===== src/rtl/vu_cmd_issue_if.sv =====
// Request and queue handshake bundle between the scalar coprocessor port,
// the command issuer and the vector unit's cmdq/immq/imm2q.
interface vu_cmd_issue_if #(
  parameter int unsigned OP_SZ  = 8,
  parameter int unsigned REG_SZ = 6,
  parameter int unsigned CMD_SZ = 20,
  parameter int unsigned IMM_SZ = 64
);
  logic              req_valid;
  logic              req_ready;
  logic [OP_SZ-1:0]  req_op;
  logic [REG_SZ-1:0] req_vd;
  logic [REG_SZ-1:0] req_vt;
  logic [IMM_SZ-1:0] req_imm;
  logic [IMM_SZ-1:0] req_imm2;

  logic              cmdq_valid;
  logic              cmdq_ready;
  logic [CMD_SZ-1:0] cmdq_bits;
  logic              immq_valid;
  logic              immq_ready;
  logic [IMM_SZ-1:0] immq_bits;
  logic              imm2q_valid;
  logic              imm2q_ready;
  logic [IMM_SZ-1:0] imm2q_bits;

  // master: the issuer (accepts requests, drives the queues)
  modport master (
    input  req_valid, req_op, req_vd, req_vt, req_imm, req_imm2,
    output req_ready,
    output cmdq_valid, cmdq_bits, immq_valid, immq_bits, imm2q_valid, imm2q_bits,
    input  cmdq_ready, immq_ready, imm2q_ready
  );

  // slave: the requester and the queue sinks
  modport slave (
    output req_valid, req_op, req_vd, req_vt, req_imm, req_imm2,
    input  req_ready,
    input  cmdq_valid, cmdq_bits, immq_valid, immq_bits, imm2q_valid, imm2q_bits,
    output cmdq_ready, immq_ready, imm2q_ready
  );
endinterface


===== src/rtl/vu_cmd_issue.sv =====
// Vector-unit command issuer: latches one request, pushes cmd/imm/imm2 words
// onto independent queues, and stalls new requests behind .cv fences.
module vu_cmd_issue #(
  parameter int unsigned OP_SZ  = 8,
  parameter int unsigned REG_SZ = 6,
  parameter int unsigned CMD_SZ = 20,
  parameter int unsigned IMM_SZ = 64
) (
  input  logic              clk,
  input  logic              reset_n,
  vu_cmd_issue_if.master    q,
  input  logic              fence_done,
  output logic              busy,
  output logic [15:0]       issue_count
);

  localparam logic [1:0] IDLE  = 2'd0;
  localparam logic [1:0] ISSUE = 2'd1;
  localparam logic [1:0] FENCE = 2'd2;

  logic [1:0]        state;
  logic              pend_cmd, pend_imm, pend_imm2;
  logic              fence_cv;
  logic [CMD_SZ-1:0] cmd_bits;
  logic [IMM_SZ-1:0] imm_bits, imm2_bits;
  logic [15:0]       count;

  logic need_imm, need_imm2, is_cv_fence;
  logic pend_cmd_nxt, pend_imm_nxt, pend_imm2_nxt;
  logic all_done;

  always_comb begin
    need_imm    = 1'b0;
    need_imm2   = 1'b0;
    is_cv_fence = 1'b0;
    case (q.req_op[7:6])
      2'b00: begin
        need_imm    = (q.req_op[5:4] != 2'b11);
        is_cv_fence = (q.req_op[5:4] == 2'b11) && q.req_op[1];
      end
      2'b01:   need_imm = q.req_op[0];
      2'b10:   need_imm = 1'b1;
      default: begin
        need_imm  = 1'b1;
        need_imm2 = 1'b1;
      end
    endcase
  end

  // Valids are the pend flops themselves, so a fire is pend & ready.
  always_comb begin
    pend_cmd_nxt  = pend_cmd  & ~q.cmdq_ready;
    pend_imm_nxt  = pend_imm  & ~q.immq_ready;
    pend_imm2_nxt = pend_imm2 & ~q.imm2q_ready;
    all_done      = ~(pend_cmd_nxt | pend_imm_nxt | pend_imm2_nxt);
  end

  always_ff @(posedge clk or negedge reset_n) begin
    if (!reset_n) begin
      state     <= IDLE;
      pend_cmd  <= 1'b0;
      pend_imm  <= 1'b0;
      pend_imm2 <= 1'b0;
      fence_cv  <= 1'b0;
      cmd_bits  <= '0;
      imm_bits  <= '0;
      imm2_bits <= '0;
      count     <= '0;
    end else begin
      case (state)
        IDLE: begin
          if (q.req_valid) begin
            cmd_bits  <= {q.req_op, q.req_vd, q.req_vt};
            imm_bits  <= q.req_imm;
            imm2_bits <= q.req_imm2;
            pend_cmd  <= 1'b1;
            pend_imm  <= need_imm;
            pend_imm2 <= need_imm2;
            fence_cv  <= is_cv_fence;
            state     <= ISSUE;
          end
        end
        ISSUE: begin
          pend_cmd  <= pend_cmd_nxt;
          pend_imm  <= pend_imm_nxt;
          pend_imm2 <= pend_imm2_nxt;
          if (all_done) begin
            count <= count + 16'd1;
            state <= fence_cv ? FENCE : IDLE;
          end
        end
        FENCE: begin
          if (fence_done) state <= IDLE;
        end
        default: state <= IDLE;
      endcase
    end
  end

  assign q.req_ready   = (state == IDLE);
  assign q.cmdq_valid  = pend_cmd;
  assign q.immq_valid  = pend_imm;
  assign q.imm2q_valid = pend_imm2;
  assign q.cmdq_bits   = cmd_bits;
  assign q.immq_bits   = imm_bits;
  assign q.imm2q_bits  = imm2_bits;
  assign busy          = (state != IDLE);
  assign issue_count   = count;

endmodule


===== src/flat_wrapper.sv =====
// flat-port wrapper written by rule: the top's interface ports become plain ports
module vu_cmd_issue_flat 
#(
  parameter int unsigned OP_SZ  = 8,
  parameter int unsigned REG_SZ = 6,
  parameter int unsigned CMD_SZ = 20,
  parameter int unsigned IMM_SZ = 64
)
  (clk, reset_n, fence_done, busy, issue_count, q_req_valid, q_req_op, q_req_vd, q_req_vt, q_req_imm, q_req_imm2, q_req_ready, q_cmdq_valid, q_cmdq_bits, q_immq_valid, q_immq_bits, q_imm2q_valid, q_imm2q_bits, q_cmdq_ready, q_immq_ready, q_imm2q_ready);
  vu_cmd_issue_if #(.OP_SZ(OP_SZ), .REG_SZ(REG_SZ), .CMD_SZ(CMD_SZ), .IMM_SZ(IMM_SZ)) q_i ();
  input  logic clk;
  input  logic reset_n;
  input  logic fence_done;
  output logic busy;
  output logic [15:0] issue_count;
  input wire logic [$bits(q_i.req_valid)-1:0] q_req_valid;
  input wire logic [$bits(q_i.req_op)-1:0] q_req_op;
  input wire logic [$bits(q_i.req_vd)-1:0] q_req_vd;
  input wire logic [$bits(q_i.req_vt)-1:0] q_req_vt;
  input wire logic [$bits(q_i.req_imm)-1:0] q_req_imm;
  input wire logic [$bits(q_i.req_imm2)-1:0] q_req_imm2;
  output wire logic [$bits(q_i.req_ready)-1:0] q_req_ready;
  output wire logic [$bits(q_i.cmdq_valid)-1:0] q_cmdq_valid;
  output wire logic [$bits(q_i.cmdq_bits)-1:0] q_cmdq_bits;
  output wire logic [$bits(q_i.immq_valid)-1:0] q_immq_valid;
  output wire logic [$bits(q_i.immq_bits)-1:0] q_immq_bits;
  output wire logic [$bits(q_i.imm2q_valid)-1:0] q_imm2q_valid;
  output wire logic [$bits(q_i.imm2q_bits)-1:0] q_imm2q_bits;
  input wire logic [$bits(q_i.cmdq_ready)-1:0] q_cmdq_ready;
  input wire logic [$bits(q_i.immq_ready)-1:0] q_immq_ready;
  input wire logic [$bits(q_i.imm2q_ready)-1:0] q_imm2q_ready;
  assign q_i.req_valid = q_req_valid;
  assign q_i.req_op = q_req_op;
  assign q_i.req_vd = q_req_vd;
  assign q_i.req_vt = q_req_vt;
  assign q_i.req_imm = q_req_imm;
  assign q_i.req_imm2 = q_req_imm2;
  assign q_req_ready = q_i.req_ready;
  assign q_cmdq_valid = q_i.cmdq_valid;
  assign q_cmdq_bits = q_i.cmdq_bits;
  assign q_immq_valid = q_i.immq_valid;
  assign q_immq_bits = q_i.immq_bits;
  assign q_imm2q_valid = q_i.imm2q_valid;
  assign q_imm2q_bits = q_i.imm2q_bits;
  assign q_i.cmdq_ready = q_cmdq_ready;
  assign q_i.immq_ready = q_immq_ready;
  assign q_i.imm2q_ready = q_imm2q_ready;
  vu_cmd_issue #(.OP_SZ(OP_SZ), .REG_SZ(REG_SZ), .CMD_SZ(CMD_SZ), .IMM_SZ(IMM_SZ)) u_core (.clk(clk), .reset_n(reset_n), .q(q_i), .fence_done(fence_done), .busy(busy), .issue_count(issue_count));
endmodule

===== config.mk =====
export PLATFORM = sky130hd
export DESIGN_NAME = vu_cmd_issue_flat
export DESIGN_NICKNAME = d
export VERILOG_FILES = /design/src/rtl/vu_cmd_issue_if.sv /design/src/rtl/vu_cmd_issue.sv /design/src/flat_wrapper.sv
export SDC_FILE = /design/constraint.sdc
export NUM_CORES = 1
export LEC_CHECK = 0
export ABC_CLOCK_PERIOD_IN_PS = 1500
export BUFFER_PORTS_ARGS = -buffer_cell sky130_fd_sc_hd__buf_2
export CAP_MARGIN = 40
export CORE_MARGIN = 3
export CORE_UTILIZATION = 41
export DETAILED_ROUTE_END_ITERATION = 6
export GPL_TIMING_DRIVEN = 0
export PLACE_DENSITY = 0.75
export SLEW_MARGIN = 20
export SYNTH_ARGS = -nofsm -noshare
export SYNTH_HDL_FRONTEND = slang
export SYNTH_SLANG_ARGS = --single-unit

===== constraint.sdc =====
create_clock -name clk -period 1.5 [get_ports clk]
set_clock_uncertainty 0.05 [all_clocks]
set_input_delay 0.15 -clock clk [delete_from_list [all_inputs] [get_ports clk]]
set_output_delay 0.15 -clock clk [all_outputs]
set_load 0.01 [all_outputs]

==> key figures <==
Layout
  – Proportion of layout cells with a drive suffix above 1: 35.89%
  – Total area of multi-input combinational cells: approximately 2400 µm²
  – Layout Cell Area excl Fill: 11110 µm²
  – Number of non-filler instances in the completed layout: 1449
  – Filler cell count: ~1k
  – Layout overhead on the synthesized area: 68.56%
  – Number of nets in the layout: 1380
  – Sequential Area: 4258 µm²

Run
  – Max-cap viol count: 0

Floorplanning
  – Die Width: 132.8 µm
  – Die Height: 132.8 µm
  – Die footprint: 17640 µm²
  – Initial cell density of the core: 42.59%
  – Core footprint: 15480 µm²
  – Cell Rows: 45
  – Top-level port count: about 320

Routing
  – Via/cell ratio: between 4 and 5
  – Average routed wire per standard cell: between 15 and 20 µm
  – Total wire length after detailed routing: about 24 mm
  – Number of DRC markers after the initial detailed-route iteration: 450
  – Drt pass-1 iters: 4
  – # DRC: 0
  – Count of antenna-violating nets left after detailed routing: 0
  – DR vias: 7032

Worst setup path
  – Most frequent CP cell: sky130_fd_sc_hd__clkbuf_16
  – CP Data Arrival Time: 1840 ps
  – Worst Setup Path Type: reg -> reg
  – Cell family contributing the most delay on the critical path: simple AND/OR/NAND/NOR gates
  – Data required time at the worst endpoint: 1820 ps
  – Max FO, Critical Path: 8
  – Critical path's largest stage delay: approximately 440 ps
  – Cells along the critical path: nor2_4 > and2_4 > buf_8 > clkbuf_16 > clkbuf_16 > nand2_4 > nand2_2
  – Slowest CP cell: sky130_fd_sc_hd__dfrtp_2
  – Buffering stage count on the worst path with inverters included: 3
  – Critical Path Source Type: flop
  – Element type at the critical path end: flop

Clocking
  – CTS HTree Levels: 4
  – Number of clock buffers inserted by TritonCTS: 17
  – Clock tree from TritonCTS: done
  – Max Root-Sink Buffers: 2
  – CTS Root Buffer Type: sky130_fd_sc_hd__clkbuf_16
  – # clock sinks: 170
  – Reg clk slew, reported paths: 70 ps
  – Clock insertion delay at the later pin of the skew report: around 420 ps

Power and ir drop
  – Leakage Power: 6.193 nW
  – Total power of the final layout: 0.02067 W
  – Power per cell area: approximately 1900 nW/µm²
  – Worst ir drop on vdd: 1.010 mV

Place
  – Weighted congestion reported at the end of routability-driven placement: about 0.83
  – Port-buffer cells: 323
  – Placed Instance Area: roughly 8500 µm²
  – Detailed placer's ending HPWL: between 10 and 15 mm
  – Cell count after placement: 1255

Outcome
  – Violations in the final reports: setup timing
  – Run status: complete, but fails checks

Synthesis
  – Yosys warns: 0
  – Area of the mapped netlist: 6594 µm²
  – Cell count after synthesis: 720
  – Register bit total from synthesis: 170
  – Syn Nets: 876
  – Number of distinct standard cells referenced by the synthesized netlist: 28
  – Mean Syn Cell Area: 9.158 µm²
  – Share of the yosys chip area belonging to registers: between 60% and 70%

Timing
  – Number of hold-slack violations in the final timing report: 0
  – Total negative slack for setup checks: -87.75 ps
  – Slew headroom: 55.41%
  – Achievable Freq: 0.6577 GHz
  – Count of pins over their slew limit: 0
  – Fin crit share: 101.4%
  – Actual slew at the worst max-slew pin: 668.9 ps
  – Final Setup Violations: 7
  – Post-layout minimum cycle time: 1520 ps
  – RSZ-0062 raised after global routing: yes
  – Final critical-path setup slack: -20.36 ps

Global routing
  – First-pass GRT wire length: 37.26 mm
  – Via count of the first global-routing pass: 7412
  – Total grt overflow: 0
  – Combined global-route utilization of all metal layers: about a quarter
  – Initial antenna violation count: 0
  – Maximum number of pins on one net before global-route repair: 87

Min path
  – Worst min-delay path class: in -> reg
## synthesized netlist by cell type
library cell	number	area, µm²
sky130_fd_sc_hd__nand2_1	451	1693
sky130_fd_sc_hd__and2_1	4	25.02
sky130_fd_sc_hd__a32o_1	1	10.01
sky130_fd_sc_hd__inv_1	1	3.750
sky130_fd_sc_hd__nand4_1	6	37.54
sky130_fd_sc_hd__and3_1	2	12.51
sky130_fd_sc_hd__and4_1	5	43.79
sky130_fd_sc_hd__dfrtp_1	170	4254
sky130_fd_sc_hd__clkbuf_1	14	52.55
sky130_fd_sc_hd__o21ai_0	1	5.000
sky130_fd_sc_hd__xor2_1	1	8.760
sky130_fd_sc_hd__nor4bb_1	1	10.01
sky130_fd_sc_hd__nand2b_1	1	6.260
sky130_fd_sc_hd__a21oi_1	3	15.01
sky130_fd_sc_hd__xnor2_1	14	122.6
sky130_fd_sc_hd__nor2b_4	2	27.53
sky130_fd_sc_hd__nand2_2	1	6.260
sky130_fd_sc_hd__nand4b_1	1	8.760
sky130_fd_sc_hd__nor4_4	2	42.54
sky130_fd_sc_hd__nor2b_1	2	12.51
sky130_fd_sc_hd__nor2_2	1	6.260
sky130_fd_sc_hd__ha_1	1	12.51
sky130_fd_sc_hd__buf_4	1	7.510
sky130_fd_sc_hd__mux2_1	1	11.26
sky130_fd_sc_hd__nor3_1	1	5.000
sky130_fd_sc_hd__nand3_1	9	45.04
sky130_fd_sc_hd__nor2_1	5	18.77
sky130_fd_sc_hd__buf_2	18	90.09
## cell families after synthesis
group | after synthesis | synth area share [%]
AND/OR/NAND/NOR | 494 | 30.34
flip-flops | 170 | 64.52
buffers and inverters | 34 | 2.334
XOR/XNOR | 15 | 1.992
AO/OA/AOI/OAI | 5 | 0.4553
multiplexers | 1 | 0.1708
adder cells (fa/ha/maj) | 1 | 0.1897
## worst reg2reg max path, cell delays in order (launching register included)
cell and delay (ps):
sky130_fd_sc_hd__dfrtp_2 440, sky130_fd_sc_hd__nor2_4 190, sky130_fd_sc_hd__and2_4 190, sky130_fd_sc_hd__buf_8 130
sky130_fd_sc_hd__clkbuf_16 180, sky130_fd_sc_hd__clkbuf_16 170, sky130_fd_sc_hd__nand2_4 40, sky130_fd_sc_hd__nand2_2 70
## stage by stage
step	setup slack (ps)	utilization [%]	hold WS (ps)
after floorplan	-51.16	-	-195.6
after global placement	-2449	54.80	289.3
after detailed placement	-423.1	55.04	132.2
after CTS	3.640	69.38	30.75
after global routing	-87.98	71.77	64.68
final	-20.36	71.78	43.77
## state kept, by name, summed over array words and instances (netlist names)
name and count:
u_core.q.imm2q_bits 64, u_core.q.immq_bits 64, u_core.q.cmdq_bits 20, u_core.issue_count 16
u_core.state 2, u_core.fence_cv 1, u_core.q.cmdq_valid 1, u_core.q.imm2q_valid 1
u_core.q.immq_valid 1
## cell type report
type / count / share of cell area [%]
antenna: 1 / 0.02251
clock inverter: 12 / 1.013
inverter: 1 / 0.03377
timing repair buffer: 485 / 29.94
tap: 211 / 2.375
sequential: 170 / 38.31
multi-input combinational: 516 / 21.41
clock buffer: 20 / 4.199
buffer: 33 / 2.691
## path summary, 6_finish.rpt
kind	start	to	slack (ps)	cells after the start
worst max-delay path	u_core.state[1]	u_core.q.immq_bits[61]	-20	7
worst min-delay path	q_immq_ready	u_core.q.immq_valid	40	4
worst max register to register	u_core.state[1]	u_core.q.immq_bits[61]	-20	7
worst min register to register	u_core.q.imm2q_bits[32]	u_core.q.imm2q_bits[32]	420	2
max in group asynchronous	reset_n	u_core.state[1]	290	3
min in group asynchronous	reset_n	u_core.q.immq_bits[57]	230	2
## layout by cell type, fill, tap and decap left out, types with 6 or more instances in the layout
master | synthesis | routed
sky130_fd_sc_hd__buf_8 | 0 | 9
sky130_fd_sc_hd__dfrtp_1 | 170 | 167
sky130_fd_sc_hd__buf_6 | 0 | 6
sky130_fd_sc_hd__clkbuf_16 | 0 | 21
sky130_fd_sc_hd__dlygate4sd3_1 | 0 | 152
sky130_fd_sc_hd__buf_4 | 1 | 8
sky130_fd_sc_hd__nand3_1 | 9 | 9
sky130_fd_sc_hd__buf_2 | 18 | 328
sky130_fd_sc_hd__nand2_2 | 1 | 25
sky130_fd_sc_hd__nand2_4 | 0 | 15
sky130_fd_sc_hd__xnor2_1 | 14 | 14
sky130_fd_sc_hd__clkbuf_1 | 14 | 7
sky130_fd_sc_hd__nand4_1 | 6 | 6
sky130_fd_sc_hd__nand2_1 | 451 | 412
## power by group
part           switching [W]  internal (W)
clock                0.00187       0.00243
sequential           0.00127       0.00663
combinational        0.00492       0.00353
total                0.00807        0.0126
## per-layer routing
layer / up-vias / GRT usage (%) / routed length (µm)
li1: 3221 / - / -
met1: 3371 / 29.30 / 8885
met2: 337 / 46.13 / 12690
met3: 103 / 8.099 / 1668
met4: 0 / 12.99 / 1229
met5: - / 0 / 0
## repair_timing
item                                   CTS  global route
cloned                                   0             5
endpoints found under the hold margin  236             0
buffers inserted                         4             0
pin swaps                                2            45
setup endpoints to repair              165           115
gates resized for setup                 33            96
hold buffers                           152             0
Power figures use the tool's default switching activity.
